<file path="config.mk">
export PLATFORM = sky130hd
export DESIGN_NAME = mesi_cbus_broad_initiator
export DESIGN_NICKNAME = d
export VERILOG_FILES = /design/src/rtl/mesi_isc_pkg.sv /design/src/rtl/mesi_broad_req_fifo.sv /design/src/rtl/mesi_cbus_broad_initiator.sv
export SDC_FILE = /design/constraint.sdc
export NUM_CORES = 1
export LEC_CHECK = 0
export ABC_AREA = 0
export CAP_MARGIN = 10
export CORE_MARGIN = 5
export CORE_UTILIZATION = 45
export DETAILED_ROUTE_END_ITERATION = 16
export PLACE_DENSITY = 0.71
export SYNTH_ARGS = -nofsm -noshare
export SYNTH_HDL_FRONTEND = slang
export SYNTH_SLANG_ARGS = --single-unit
export TNS_END_PERCENT = 30
</file>
<file path="constraint.sdc">
create_clock -name clk -period 7 [get_ports clk]
set_clock_uncertainty 0.15 [all_clocks]
set_input_delay 0.7 -clock clk [delete_from_list [all_inputs] [get_ports clk]]
set_output_delay 0.7 -clock clk [all_outputs]
set_load 0.05 [all_outputs]
</file>
<file path="src/rtl/mesi_isc_pkg.sv">
// Shared types and encodings for the coherence-bus broadcast initiator.
// Command/type encodings, the queued request record and the initiator FSM states.
package mesi_isc_pkg;

    localparam int PKG_ADDR_WIDTH     = 32;
    localparam int PKG_CMD_WIDTH      = 3;
    localparam int PKG_TYPE_WIDTH     = 2;
    localparam int PKG_ID_WIDTH       = 5;

    localparam logic [PKG_CMD_WIDTH-1:0] CBUS_CMD_NOP      = 3'd0;
    localparam logic [PKG_CMD_WIDTH-1:0] CBUS_CMD_WR_SNOOP = 3'd1;
    localparam logic [PKG_CMD_WIDTH-1:0] CBUS_CMD_RD_SNOOP = 3'd2;
    localparam logic [PKG_CMD_WIDTH-1:0] CBUS_CMD_EN_WR    = 3'd3;
    localparam logic [PKG_CMD_WIDTH-1:0] CBUS_CMD_EN_RD    = 3'd4;

    localparam logic [PKG_TYPE_WIDTH-1:0] BROAD_TYPE_NOP = 2'd0;
    localparam logic [PKG_TYPE_WIDTH-1:0] BROAD_TYPE_WR  = 2'd1;
    localparam logic [PKG_TYPE_WIDTH-1:0] BROAD_TYPE_RD  = 2'd2;

    typedef struct packed {
        logic [PKG_TYPE_WIDTH-1:0] broad_type;
        logic [1:0]                cpu_id;
        logic [PKG_ADDR_WIDTH-1:0] addr;
        logic [PKG_ID_WIDTH-1:0]   id;
    } broad_req_t;

    typedef enum logic [1:0] {
        ST_IDLE   = 2'd0,
        ST_SNOOP  = 2'd1,
        ST_ENABLE = 2'd2
    } state_t;

    function automatic logic is_legal_type(input logic [PKG_TYPE_WIDTH-1:0] t);
        return (t == BROAD_TYPE_WR) || (t == BROAD_TYPE_RD);
    endfunction

    function automatic logic [PKG_CMD_WIDTH-1:0] snoop_cmd(input logic [PKG_TYPE_WIDTH-1:0] t);
        return (t == BROAD_TYPE_WR) ? CBUS_CMD_WR_SNOOP : CBUS_CMD_RD_SNOOP;
    endfunction

    function automatic logic [PKG_CMD_WIDTH-1:0] enable_cmd(input logic [PKG_TYPE_WIDTH-1:0] t);
        return (t == BROAD_TYPE_WR) ? CBUS_CMD_EN_WR : CBUS_CMD_EN_RD;
    endfunction

endpackage

</file>
<file path="src/rtl/mesi_broad_req_fifo.sv">
// Small synchronous FIFO holding pending broadcast requests.
// not_full is a flop so the upstream ready never depends on same-cycle inputs.
module mesi_broad_req_fifo
    import mesi_isc_pkg::*;
#(
    parameter int DEPTH = 4,
    parameter int PTR_W = 2
) (
    input  logic       clk,
    input  logic       rst,
    input  logic       push,
    input  broad_req_t push_data,
    input  logic       pop,
    output broad_req_t head,
    output logic       empty,
    output logic       not_full
);

    logic [PTR_W-1:0] wr_ptr_q;
    logic [PTR_W-1:0] rd_ptr_q;
    logic [PTR_W:0]   count_q;
    logic [PTR_W:0]   count_nx;
    logic             not_full_q;
    broad_req_t       mem [DEPTH];

    function automatic logic [PTR_W-1:0] ptr_inc(input logic [PTR_W-1:0] p);
        return (p == PTR_W'(DEPTH - 1)) ? '0 : p + 1'b1;
    endfunction

    always_comb begin
        count_nx = count_q;
        if (push && !pop) begin
            count_nx = count_q + 1'b1;
        end else if (!push && pop) begin
            count_nx = count_q - 1'b1;
        end
    end

    always_ff @(posedge clk or negedge rst) begin
        if (!rst) begin
            wr_ptr_q   <= '0;
            rd_ptr_q   <= '0;
            count_q    <= '0;
            not_full_q <= 1'b1;
        end else begin
            count_q    <= count_nx;
            not_full_q <= (count_nx != (PTR_W + 1)'(DEPTH));
            if (push) begin
                wr_ptr_q <= ptr_inc(wr_ptr_q);
            end
            if (pop) begin
                rd_ptr_q <= ptr_inc(rd_ptr_q);
            end
        end
    end

    // Storage needs no reset: occupancy alone decides what is valid.
    always_ff @(posedge clk) begin
        if (push) begin
            mem[wr_ptr_q] <= push_data;
        end
    end

    assign head     = mem[rd_ptr_q];
    assign empty    = (count_q == '0);
    assign not_full = not_full_q;

endmodule

</file>
<file path="src/rtl/mesi_cbus_broad_initiator.sv">
// Coherence-bus broadcast initiator: queues requests, snoops the other three CPUs,
// then enables the originator and reports completion with the request ID.
module mesi_cbus_broad_initiator
    import mesi_isc_pkg::*;
#(
    parameter int ADDR_WIDTH               = 32,
    parameter int CBUS_CMD_WIDTH           = 3,
    parameter int BROAD_TYPE_WIDTH         = 2,
    parameter int BROAD_ID_WIDTH           = 5,
    parameter int BROAD_REQ_FIFO_SIZE      = 4,
    parameter int BROAD_REQ_FIFO_SIZE_LOG2 = 2
) (
    input  logic                        clk,
    input  logic                        rst,
    input  logic                        broad_valid_i,
    output logic                        broad_ready_o,
    input  logic [BROAD_TYPE_WIDTH-1:0] broad_type_i,
    input  logic [1:0]                  broad_cpu_id_i,
    input  logic [ADDR_WIDTH-1:0]       broad_addr_i,
    input  logic [BROAD_ID_WIDTH-1:0]   broad_id_i,
    output logic [4*CBUS_CMD_WIDTH-1:0] cbus_cmd_array_o,
    output logic [ADDR_WIDTH-1:0]       cbus_addr_o,
    input  logic [3:0]                  cbus_ack_array_i,
    output logic                        broad_done_o,
    output logic [BROAD_ID_WIDTH-1:0]   broad_done_id_o,
    output logic                        protocol_err_o
);

    // state  | meaning
    // IDLE   | waiting for a queued request; all ports NOP
    // SNOOP  | snoop commands out to the three non-originating CPUs
    // ENABLE | all snoops acked; originator holds EN_WR/EN_RD until it acks

    state_t                             state_q, state_nx;
    broad_req_t                         req_in, head;
    logic                               fifo_empty, fifo_not_full;
    logic                               push, illegal, pop, latch;
    logic [BROAD_TYPE_WIDTH-1:0]        cur_type_q;
    logic [1:0]                         cur_cpu_q;
    logic [BROAD_ID_WIDTH-1:0]          cur_id_q;
    logic [3:0][CBUS_CMD_WIDTH-1:0]     cmd_q, cmd_nx;
    logic [ADDR_WIDTH-1:0]              addr_q, addr_nx;
    logic                               done_q, done_nx;
    logic [BROAD_ID_WIDTH-1:0]          done_id_q, done_id_nx;
    logic                               err_q, err_nx;
    logic [3:0]                         active, acc, bad_ack;
    logic                               snoops_done;

    always_comb begin
        req_in.broad_type = broad_type_i;
        req_in.cpu_id     = broad_cpu_id_i;
        req_in.addr       = broad_addr_i;
        req_in.id         = broad_id_i;
    end

    assign push    = broad_valid_i && fifo_not_full && is_legal_type(broad_type_i);
    assign illegal = broad_valid_i && fifo_not_full && !is_legal_type(broad_type_i);

    mesi_broad_req_fifo #(
        .DEPTH (BROAD_REQ_FIFO_SIZE),
        .PTR_W (BROAD_REQ_FIFO_SIZE_LOG2)
    ) u_fifo (
        .clk       (clk),
        .rst       (rst),
        .push      (push),
        .push_data (req_in),
        .pop       (pop),
        .head      (head),
        .empty     (fifo_empty),
        .not_full  (fifo_not_full)
    );

    // An ack only counts on a port currently driven with a real command.
    always_comb begin
        for (int n = 0; n < 4; n++) begin
            active[n] = (cmd_q[n] != CBUS_CMD_NOP);
        end
    end

    assign acc         = cbus_ack_array_i & active;
    assign bad_ack     = cbus_ack_array_i & ~active;
    assign snoops_done = ((active & ~acc) == 4'b0000);

    always_ff @(posedge clk or negedge rst) begin
        if (!rst) begin
            state_q <= ST_IDLE;
        end else begin
            state_q <= state_nx;
        end
    end

    always_comb begin
        state_nx = state_q;
        case (state_q)
            ST_IDLE:   if (!fifo_empty)        state_nx = ST_SNOOP;
            ST_SNOOP:  if (snoops_done)        state_nx = ST_ENABLE;
            ST_ENABLE: if (acc[cur_cpu_q])     state_nx = ST_IDLE;
            default:                           state_nx = ST_IDLE;
        endcase
    end

    always_comb begin
        cmd_nx     = cmd_q;
        addr_nx    = addr_q;
        done_nx    = 1'b0;
        done_id_nx = done_id_q;
        err_nx     = err_q | illegal | (|bad_ack);
        pop        = 1'b0;
        latch      = 1'b0;
        case (state_q)
            ST_IDLE: begin
                if (!fifo_empty) begin
                    latch   = 1'b1;
                    addr_nx = head.addr;
                    for (int n = 0; n < 4; n++) begin
                        cmd_nx[n] = (n == int'(head.cpu_id)) ? CBUS_CMD_NOP
                                                             : snoop_cmd(head.broad_type);
                    end
                end
            end
            ST_SNOOP: begin
                for (int n = 0; n < 4; n++) begin
                    if (acc[n]) cmd_nx[n] = CBUS_CMD_NOP;
                end
                if (snoops_done) begin
                    cmd_nx[cur_cpu_q] = enable_cmd(cur_type_q);
                end
            end
            ST_ENABLE: begin
                if (acc[cur_cpu_q]) begin
                    cmd_nx[cur_cpu_q] = CBUS_CMD_NOP;
                    pop               = 1'b1;
                    done_nx           = 1'b1;
                    done_id_nx        = cur_id_q;
                end
            end
            default: ;
        endcase
    end

    always_ff @(posedge clk or negedge rst) begin
        if (!rst) begin
            cmd_q      <= '0;
            addr_q     <= '0;
            done_q     <= 1'b0;
            done_id_q  <= '0;
            err_q      <= 1'b0;
            cur_type_q <= '0;
            cur_cpu_q  <= '0;
            cur_id_q   <= '0;
        end else begin
            cmd_q     <= cmd_nx;
            addr_q    <= addr_nx;
            done_q    <= done_nx;
            done_id_q <= done_id_nx;
            err_q     <= err_nx;
            if (latch) begin
                cur_type_q <= head.broad_type;
                cur_cpu_q  <= head.cpu_id;
                cur_id_q   <= head.id;
            end
        end
    end

    assign broad_ready_o    = fifo_not_full;
    assign cbus_cmd_array_o = cmd_q;
    assign cbus_addr_o      = addr_q;
    assign broad_done_o     = done_q;
    assign broad_done_id_o  = done_id_q;
    assign protocol_err_o   = err_q;

endmodule

</file>
## Word level (Yosys, flattened, before mapping)

Memory sizes are Yosys's and may differ from the RTL's.
Cells that the tools add are included.
Widths: inputs -> output; s select.

| word-level totals | value |
|---|---|
| bits in registers | 70 |
| bits in writable memories | 164 |
| bits of input ports | 48 |
| output and inout bits | 52 |
| logic and storage cells | 109 |
| memories | 1 |

| operators by class | value |
|---|---|
| add/sub/neg operators | 4 |
| order comparisons | 2 |
| equal/unequal tests | 15 |
| mux-type cells | 37 |
| bitwise operators | 10 |
| reduce and logical (&&, ||, !) cells | 24 |

Memories:

| name | words | width | read ports | clocked after Yosys merged registers in | wr ports | RTL line | text |
|---|---|---|---|---|---|---|---|
| u_fifo.mem | 4 | 41 | 1 | 0 | 1 | mesi_broad_req_fifo.sv:24 | `broad_req_t mem [DEPTH];` |

Operators by type and width:

| kind | count |
|---|---|
| $mux 3 | 15 |
| $mux 12 | 3 |
| $pmux 12 s3 | 1 |
| $reduce_bool 3->1 | 5 |
| $mux 2 | 7 |
| $and 12x12->12 | 1 |
| $and 4x4->4 | 3 |
| $bwmux 12 | 1 |
| $not 12->12 | 1 |
| $eq 2x1->1 const B | 4 |
| $eq 2x2->1 const B | 4 |
| $not 4->4 | 2 |
| $mux 1 | 7 |
| $demux 3 s2 | 1 |
| $logic_and 1x1->1 | 6 |
| $ne 2x2->1 const B | 3 |
| $pmux 2 s3 | 1 |
| $reduce_and 3->1 | 2 |
| $add 2x1->2 const B | 2 |
| $eq 2x2->1 const A | 2 |
| $logic_not 2->1 | 2 |
| $logic_not 4->1 | 1 |
| $reduce_and 2->1 | 2 |
| $reduce_or 4->1 | 1 |
| other kinds (12) | 15 |

## Depth between registers and ports, before layout

Gate-level depths: netlist of the first run.

| depth | value |
|---|---|
| depth after elaboration | 10 |
| mapped depth | 8 |
| gate-level depth less buffers | 8 |

## Cells and area by module

Synthesis of the first run repeated with hierarchy kept, for this count alone.

| second synthesis, totals | value |
|---|---|
| cells, all modules | 502 |
| area, all modules | 9,347.7 µm² |

Modules (own cells, without submodules):

| module | times used | cells each | area an instance (µm²) | seq. area each (µm²) |
|---|---|---|---|---|
| mesi_broad_req_fifo | 1 | 269 | 6,502.5 | 5,126.2 |
| mesi_cbus_broad_initiator | 1 | 233 | 2,845.2 | 1,551.5 |

## Worst setup path after synthesis of the first run

OpenSTA, ideal clock, no wires.

| timing path | value |
|---|---|
| path kind | input to register |
| start point | input port broad_type_i[0] |
| end point | memory u_fifo.mem[3][0] (netlist name) (enable) |
| setup time | 0.402 ns |
| arrival | 2.322 ns |
| data required time | 6.448 ns |
| path slack | 4.126 ns |
| stages | 4 |
| buffers on the path | 1 |
| cell sequence | xnor2_1 > nor2_1 > clkbuf_1 > and2_1 |

| on the way | value |
|---|---|
| word-level cells in the longest chain between the ends | 5 |
| elaborated cells between the ends (all ways) | 6 |
| those cells by class | eq/ne (2); mux (2); reduce/logical (2) |

Ends and longest elaborated chain:

| item | RTL line | text |
|---|---|---|
| start: declaration | mesi_cbus_broad_initiator.sv:17 | `input logic [BROAD_TYPE_WIDTH-1:0] broad_type_i,` |
| $eq 2x1->1 or $eq 2x2->1 (tied branches) | mesi_isc_pkg.sv:34 | `return (t == BROAD_TYPE_WR) \|\| (t == BROAD_TYPE_RD);` |
| $logic_or 1x1->1 (*) | mesi_isc_pkg.sv:34 |  |
| $logic_and 1x1->1 (*) | mesi_cbus_broad_initiator.sv:56 | `assign push = broad_valid_i && fifo_not_full && is_legal_type(broad_type_i);` |
| $mux 1 (*) | mesi_broad_req_fifo.sv:59 | `if (push) begin` |
| $mux 1 (implied by the code) (*) | mesi_broad_req_fifo.sv:60 | `mem[wr_ptr_q] <= push_data;` |
| end: declaration | mesi_broad_req_fifo.sv:24 |  |

Every way passes the cells marked *; elsewhere a longest branch is shown, timed or not.

## Final worst setup path of the first run

| timing path | value |
|---|---|
| start point | input port broad_type_i[0] |
| end point | memory u_fifo.mem[3][26] (netlist name) (enable) |

The elaborated chain is that of the path after synthesis.

==> results.cfg, run 1 <==
[run_status]
status = finished clean

[setup_path]
critPathCaptureType = flop
slowest_delay_ns = 1.05
critPathLaunchType = input port
rr_startpoint = u_fifo.not_full
cp.required_ns = 6.96
startpoint = broad_type_i[0]
path_buf_inv = 1
path_delay_family = simple AND/OR/NAND/NOR gates
slowest_stage = and2_2
cp.arrival_ns = 3.05
worst-setup-path-type = in -> reg
crit_path_cell_trace = clkdlybuf4s50_1, xnor2_1, nor2_1, and2_2
cp_max_fo = 41

[placement]
post-dp-hpwl_mm = 10.5
placed_cells = 839
port-buffer-count = 99
gp_congestion = 0.878

[drt]
viasPerCell = 5.43
wl_per_cell_um = 19.5
wl_met2_mm = 8.76
routed.top_layer = met4
antenna_left = 0
m1WireLength_mm = 7.21
dr_wl_met3_mm = 1.00
wirelength_mm = 17.2
drtIter0Drc = 215
vias = 4792
dr.pass1.iters = 5
drc_errors = 0

[yosys]
yosys_most_used_dff = edfxtp_1
synth.distinct_cells = 47
syn-num-nets = 550
async_flop_share_pct = 29.9
synth_area_per_cell_um2 = 18.8
ys_seq_area_share_pct = 72.5
yosysWarnings = 0
synthCells = 490
syn-cell-area_um2 = 9210
synth-seq-cells = 234
synth_edf_count = 164

[clock_tree]
clock_path_buffers = 3
numCtsBuffers = 24
clk_latency_ns = 0.50
cts_setup_buffers = 0
post_cts_resized = 0
cts_tree = yes
root_buffer = clkbuf_16
cts_sinks = 234
path_clk_slew_ns = 0.06
cts_max_level = 1
cts_hold_buffers = 0

[cells_and_area]
final_net_count = 655
final_cells = 883
area_growth_pct = 22.4
n_fill_cell = 1544
drive_gt1_share_pct = 22.7
diodes = 0

[power_and_ir_drop]
p_per_area_nw_per_um2 = 281
pwr-share-seq_pct = 51.6
clkPwrFrac_pct = 41.0
vdd_ir_drop_max_v = 0.000196
power_frac_comb_pct = 7.3
intPower_uw = 2500
p_leak_uw = 0.00408
switching_power_uw = 663
swShare_pct = 20.9

[floorplanning]
die_area_um2 = 23400
die_x_um = 153
coreArea_um2 = 20200
num_rows = 52
initial_core_util_pct = 45.6
pin_count = 100
fp.dieH_um = 153

[global_routing]
antenna_found_initial = 0
grt_pass1_vias = 5118
grtUsageTotal_pct = 14.8
grt_overflow_total = 0
grt_first_pass_wirelength_mm = 27.9
grt_max_degree = 71

[worst_hold_path]
hold_class = in -> async

[sta]
slew_headroom_pct = 22.3
finalCritPeriodShare_pct = 44.2
rsz0062_at_grt = false
fmax_mhz = 323
report.final.hold_viol_count = 0
fin_crit_ns = 3.09
slew_viol_final = 0
timing.hold.ws_ns = 0.207
finalSetupTns_ns = 0
setup_violations = 0
worst_slew_pin_slew_ns = 1.16

[job]
cap_viol_max_count = 0
## per-stage QoR
| step | util (%) | cell area (µm²) | total power, µW | setup slack, ns |
|---|---|---|---|---|
| 6_report | 55.8 | 11300 | 3170 | 3.91 |
| 5_1_grt | 55.8 | 11300 | 3290 | 3.70 |
| 4_1_cts | 55.8 | 11300 | 3200 | 3.89 |
| 3_5_place_dp | 51.7 | 10400 | 1900 | 3.39 |
| 3_3_place_gp | 51.7 | 10400 | 1880 | 3.52 |
| 2_1_floorplan | - | 9210 | 1790 | 4.13 |
## registers in the layout (all words and copies together) (netlist names)
| signal | cells |
|---|---|
| u_fifo.mem | 164 |
| protocol_err_o | 1 |
| u_fifo.not_full | 1 |
| cur_cpu_q | 2 |
| cur_id_q | 5 |
| broad_done_o | 1 |
| cbus_addr_o | 32 |
| state_q | 2 |
| cur_type_q | 2 |
| u_fifo.count_q | 3 |
| broad_done_id_o | 5 |
| u_fifo.rd_ptr_q | 2 |
| cbus_cmd_array_o | 12 |
| u_fifo.wr_ptr_q | 2 |
## synth_stat cells (2+ instances only)
| cell | n | area, µm² |
|---|---|---|
| xnor2_1 | 3 | 26.3 |
| o2bb2ai_1 | 8 | 70.1 |
| nand3_1 | 5 | 25.0 |
| ha_1 | 12 | 150 |
| o21ai_0 | 13 | 65.1 |
| mux2_2 | 39 | 439 |
| a22oi_1 | 5 | 37.5 |
| buf_1 | 4 | 15.0 |
| inv_1 | 14 | 52.6 |
| o32ai_2 | 2 | 32.5 |
| mux4_2 | 41 | 923 |
| a32oi_1 | 3 | 26.3 |
| or2_1 | 2 | 12.5 |
| o22ai_1 | 4 | 25.0 |
| nand2_1 | 30 | 113 |
| buf_2 | 6 | 30.0 |
| buf_6 | 3 | 33.8 |
| dfrtp_1 | 69 | 1730 |
| a21oi_1 | 7 | 35.0 |
| clkbuf_1 | 5 | 18.8 |
| buf_4 | 2 | 15.0 |
| nand2b_1 | 5 | 31.3 |
| edfxtp_1 | 164 | 4920 |
| o21ai_1 | 2 | 10.0 |
| and2_1 | 6 | 37.5 |
| nor3_1 | 4 | 20.0 |
| nor2_1 | 5 | 18.8 |
| maj3_1 | 2 | 20.0 |
| nor3_2 | 2 | 20.0 |
| o21ai_2 | 3 | 26.3 |
| nor2b_1 | 3 | 18.8 |
| a22o_1 | 2 | 17.5 |
## area by class of cell
cell class,count,area [µm²],area share (%)
clock buffers,38,753,6.69
clock inverters,6,78.8,0.700
inverters,14,52.6,0.467
multi-input cells,222,2370,21.0
flip-flops and latches,234,6680,59.3
well taps,270,338,3.00
repair buffers,99,988,8.78
## power by group through the flow
| stage | registers, µW | logic [µW] | clock network [µW] |
|---|---|---|---|
| 6_report | 1640 | 233 | 1300 |
| 2_1_floorplan | 1660 | 130 | 0 |
| 3_3_place_gp | 1660 | 223 | 0 |
| 5_1_grt | 1640 | 261 | 1390 |
| 4_1_cts | 1640 | 237 | 1330 |
| 3_5_place_dp | 1660 | 236 | 0 |
## path summary, 6_finish.rpt
kind | endpoint | slack, ns | cells past startpoint
max | u_fifo.mem[3][26] | 3.91 | 4
min | cbus_cmd_array_o[5] | 0.21 | 1
max reg2reg | u_fifo.mem[3][26] | 4.23 | 3
min reg2reg | broad_done_id_o[2] | 0.32 | 2
max in group asynchronous | u_fifo.rd_ptr_q[0] | 5.79 | 1
min in group clk | broad_done_id_o[2] | 0.32 | 2
## routing by layer
| layer | track usage (%) | vias to the layer above |
|---|---|---|
| li1 | - | 2130 |
| met1 | 19.6 | 2479 |
| met2 | 25.5 | 157 |
| met3 | 3.11 | 26 |
| met4 | 3.35 | 0 |
| met5 | 0 | - |
## layout by cell type (no fill, tap or decap), types with 3 or more instances in the layout
cell and instances:
o22ai_1 4, clkbuf_1 5, o2bb2ai_1 8, ha_1 12, dfrtp_1 67, clkinv_2 3
clkbuf_16 26, nor2b_1 3, nand3_1 5, o21ai_0 13, a22oi_1 5, clkbuf_8 5
inv_1 14, clkdlybuf4s50_1 98, mux4_2 41, a21oi_1 7, edfxtp_1 164, a32oi_1 3
nor3_1 4, nand2_1 29, xnor2_1 3, nand2b_1 5, mux2_2 39, and2_2 4
nor2_1 5, o21ai_2 3
## logic make-up after synthesis
family	after synthesis	synth area share, %
buffers and inverters	34	1.79
AO/OA/AOI/OAI	55	4.57
XOR/XNOR	4	0.381
adder cells (fa/ha/maj)	14	1.85
flip-flops	234	72.5
AND/OR/NAND/NOR	68	3.96
multiplexers	81	14.9
Power figures use the tool's default switching activity.
==> run 2, diff against run 1 <==
Settings changed: PLACE_DENSITY 0.71 to 0.73.
Clock period 7 ns to 2.8 ns, I/O delays scaled along.
==> run 2 against run 1 <==
Net effect:
- count of clock-buffer cells in the layout shrank 9
- largest cell class unchanged
- clock power grew to 2.5 times the previous value
- utilization rose by 0.78 points
==> results.cfg, run 2 (same netlist as run 1, synthesis figures left out) <==
[global_routing]
grt_overflow_total = 0
use_met3_pct = 3.73
grt_first_pass_wirelength_mm = 29.5
grt_pass1_vias = 5225
antenna_found_initial = 1
met1_usage_pct = 20.7
busiest_layer = met2
grt_use_met2_pct = 27.2
grtUsageTotal_pct = 15.7
grt_max_degree = 47

[clock_tree]
clk_latency_ns = 0.50
cts_max_level = 1
cts_tree = yes
path_clk_slew_ns = 0.06
cts_setup_buffers = 0
post_cts_resized = 0
clock_path_buffers = 3
cts_sinks = 234
cts_hold_buffers = 1
numCtsBuffers = 24
root_buffer = clkbuf_16

[sta]
setup_violations = 0
rsz0062_at_grt = false
fin_crit_ns = 2.57
slew_headroom_pct = 54.5
worst_slew_pin_slew_ns = 0.682
timing.hold.ws_ns = 0.221
fmax_mhz = 389
finalCritPeriodShare_pct = 91.8
slew_viol_final = 0
report.final.hold_viol_count = 0

[job]
cap_viol_max_count = 0

[placement]
gp_congestion = 1.05
port-buffer-count = 99
post-dp-hpwl_mm = 11.7

[drt]
viasPerCell = 5.37
drc_errors = 0
dr.pass1.iters = 5
antenna_left = 0
wl_per_cell_um = 20.6
wirelength_mm = 18.5
drtIter0Drc = 368
vias = 4832

[setup_path]
worst-setup-path-type = reg -> reg
critPathLaunchType = flop
cp_max_fo = 13
critPathCaptureType = flop
cp.required_ns = 3.05
cp.arrival_ns = 2.83

[cells_and_area]
area_growth_pct = 24.1
drive_gt1_share_pct = 24.5
largest_reg_flops = 164
n_fill_cell = 1551
final_net_count = 670
mostFrequentLayoutCells = edfxtp_1, clkdlybuf4s50_1, dfrtp_1, mux4_2, mux2_2
layout_commonest_cell = edfxtp_1
largest_register = u_fifo.mem

[power_and_ir_drop]
power_uw = 7980
p_per_area_nw_per_um2 = 699
swShare_pct = 21.3
clkPwrFrac_pct = 41.1
switching_power_uw = 1700
intPower_uw = 6280
vdd_ir_drop_max_v = 0.000498
pwr-share-seq_pct = 51.2
p_leak_uw = 0.00417
power_frac_comb_pct = 7.6

[floorplanning]
pin_count = 100
die_x_um = 153
initial_core_util_pct = 45.6
num_rows = 52
die_area_um2 = 23400
coreArea_um2 = 20200
fp.dieH_um = 153

[worst_hold_path]
hold_class = in -> async

[run_status]
status = finished clean
==> run 2: metrics by stage <==
stage / setup slack, ns / setup TNS [ns] / std cells / utilization (%) / instance area [µm²]
final: 0.229 / 0 / 899 / 56.6 / 11400
after global routing: 0.0452 / 0 / 899 / 56.6 / 11400
after CTS: 0.246 / 0 / 898 / 56.6 / 11400
after detailed placement: 0.260 / 0 / 853 / 52.4 / 10600
after global placement: 0.459 / 0 / 853 / 52.4 / 10600
after floorplan: -0.00989 / -0.811 / 490 / - / 9210
==> run 2: worst max-delay path: stages, from the launching register on <==
cell       delay [ns]
dfrtp_1          0.40
nor3_1           0.51
o32ai_2          0.22
o21ai_2          0.53
mux2i_1          0.32
xor2_1           0.22
nand4bb_1        0.13
==> run 2: power groups by stage <==
stage	Clock [µW]	Sequential, µW	Combinational (µW)
after global placement	0	4140	597
after detailed placement	0	4160	618
after CTS	3360	4090	627
after floorplan	0	4140	326
final	3280	4090	611
after global routing	3530	4110	679
==> run 2: final timing paths <==
kind                                      from                 end  slack [ns]  cells past startpoint
min in group clk              broad_addr_i[13]   u_fifo.mem[1][18]        0.26                      1
setup reg to reg           cbus_cmd_array_o[5]     u_fifo.not_full        0.23                      6
hold / removal                             rst        cur_cpu_q[1]        0.22                      2
hold reg to reg                    cur_id_q[3]  broad_done_id_o[3]        0.32                      2
setup / recovery           cbus_cmd_array_o[5]     u_fifo.not_full        0.23                      6
max in group asynchronous                  rst     u_fifo.not_full        1.55                      3
==> run 2: area by class of cell <==
type,count,area (µm²),share of cell area [%]
diodes,1,2.50,0.0219
clock buffers,29,651,5.70
clock inverters,15,183,1.60
inverters,14,52.6,0.460
multi-input cells,222,2370,20.8
flip-flops and latches,234,6680,58.5
well taps,270,338,2.96
repair buffers,114,1140,9.99
==> run 2: metal layers <==
layer  share of wire [%]  wire, µm
met5                   0         0
met4                 1.0       189
met3                 6.4      1180
met2                  51      9460
met1                  41      7650
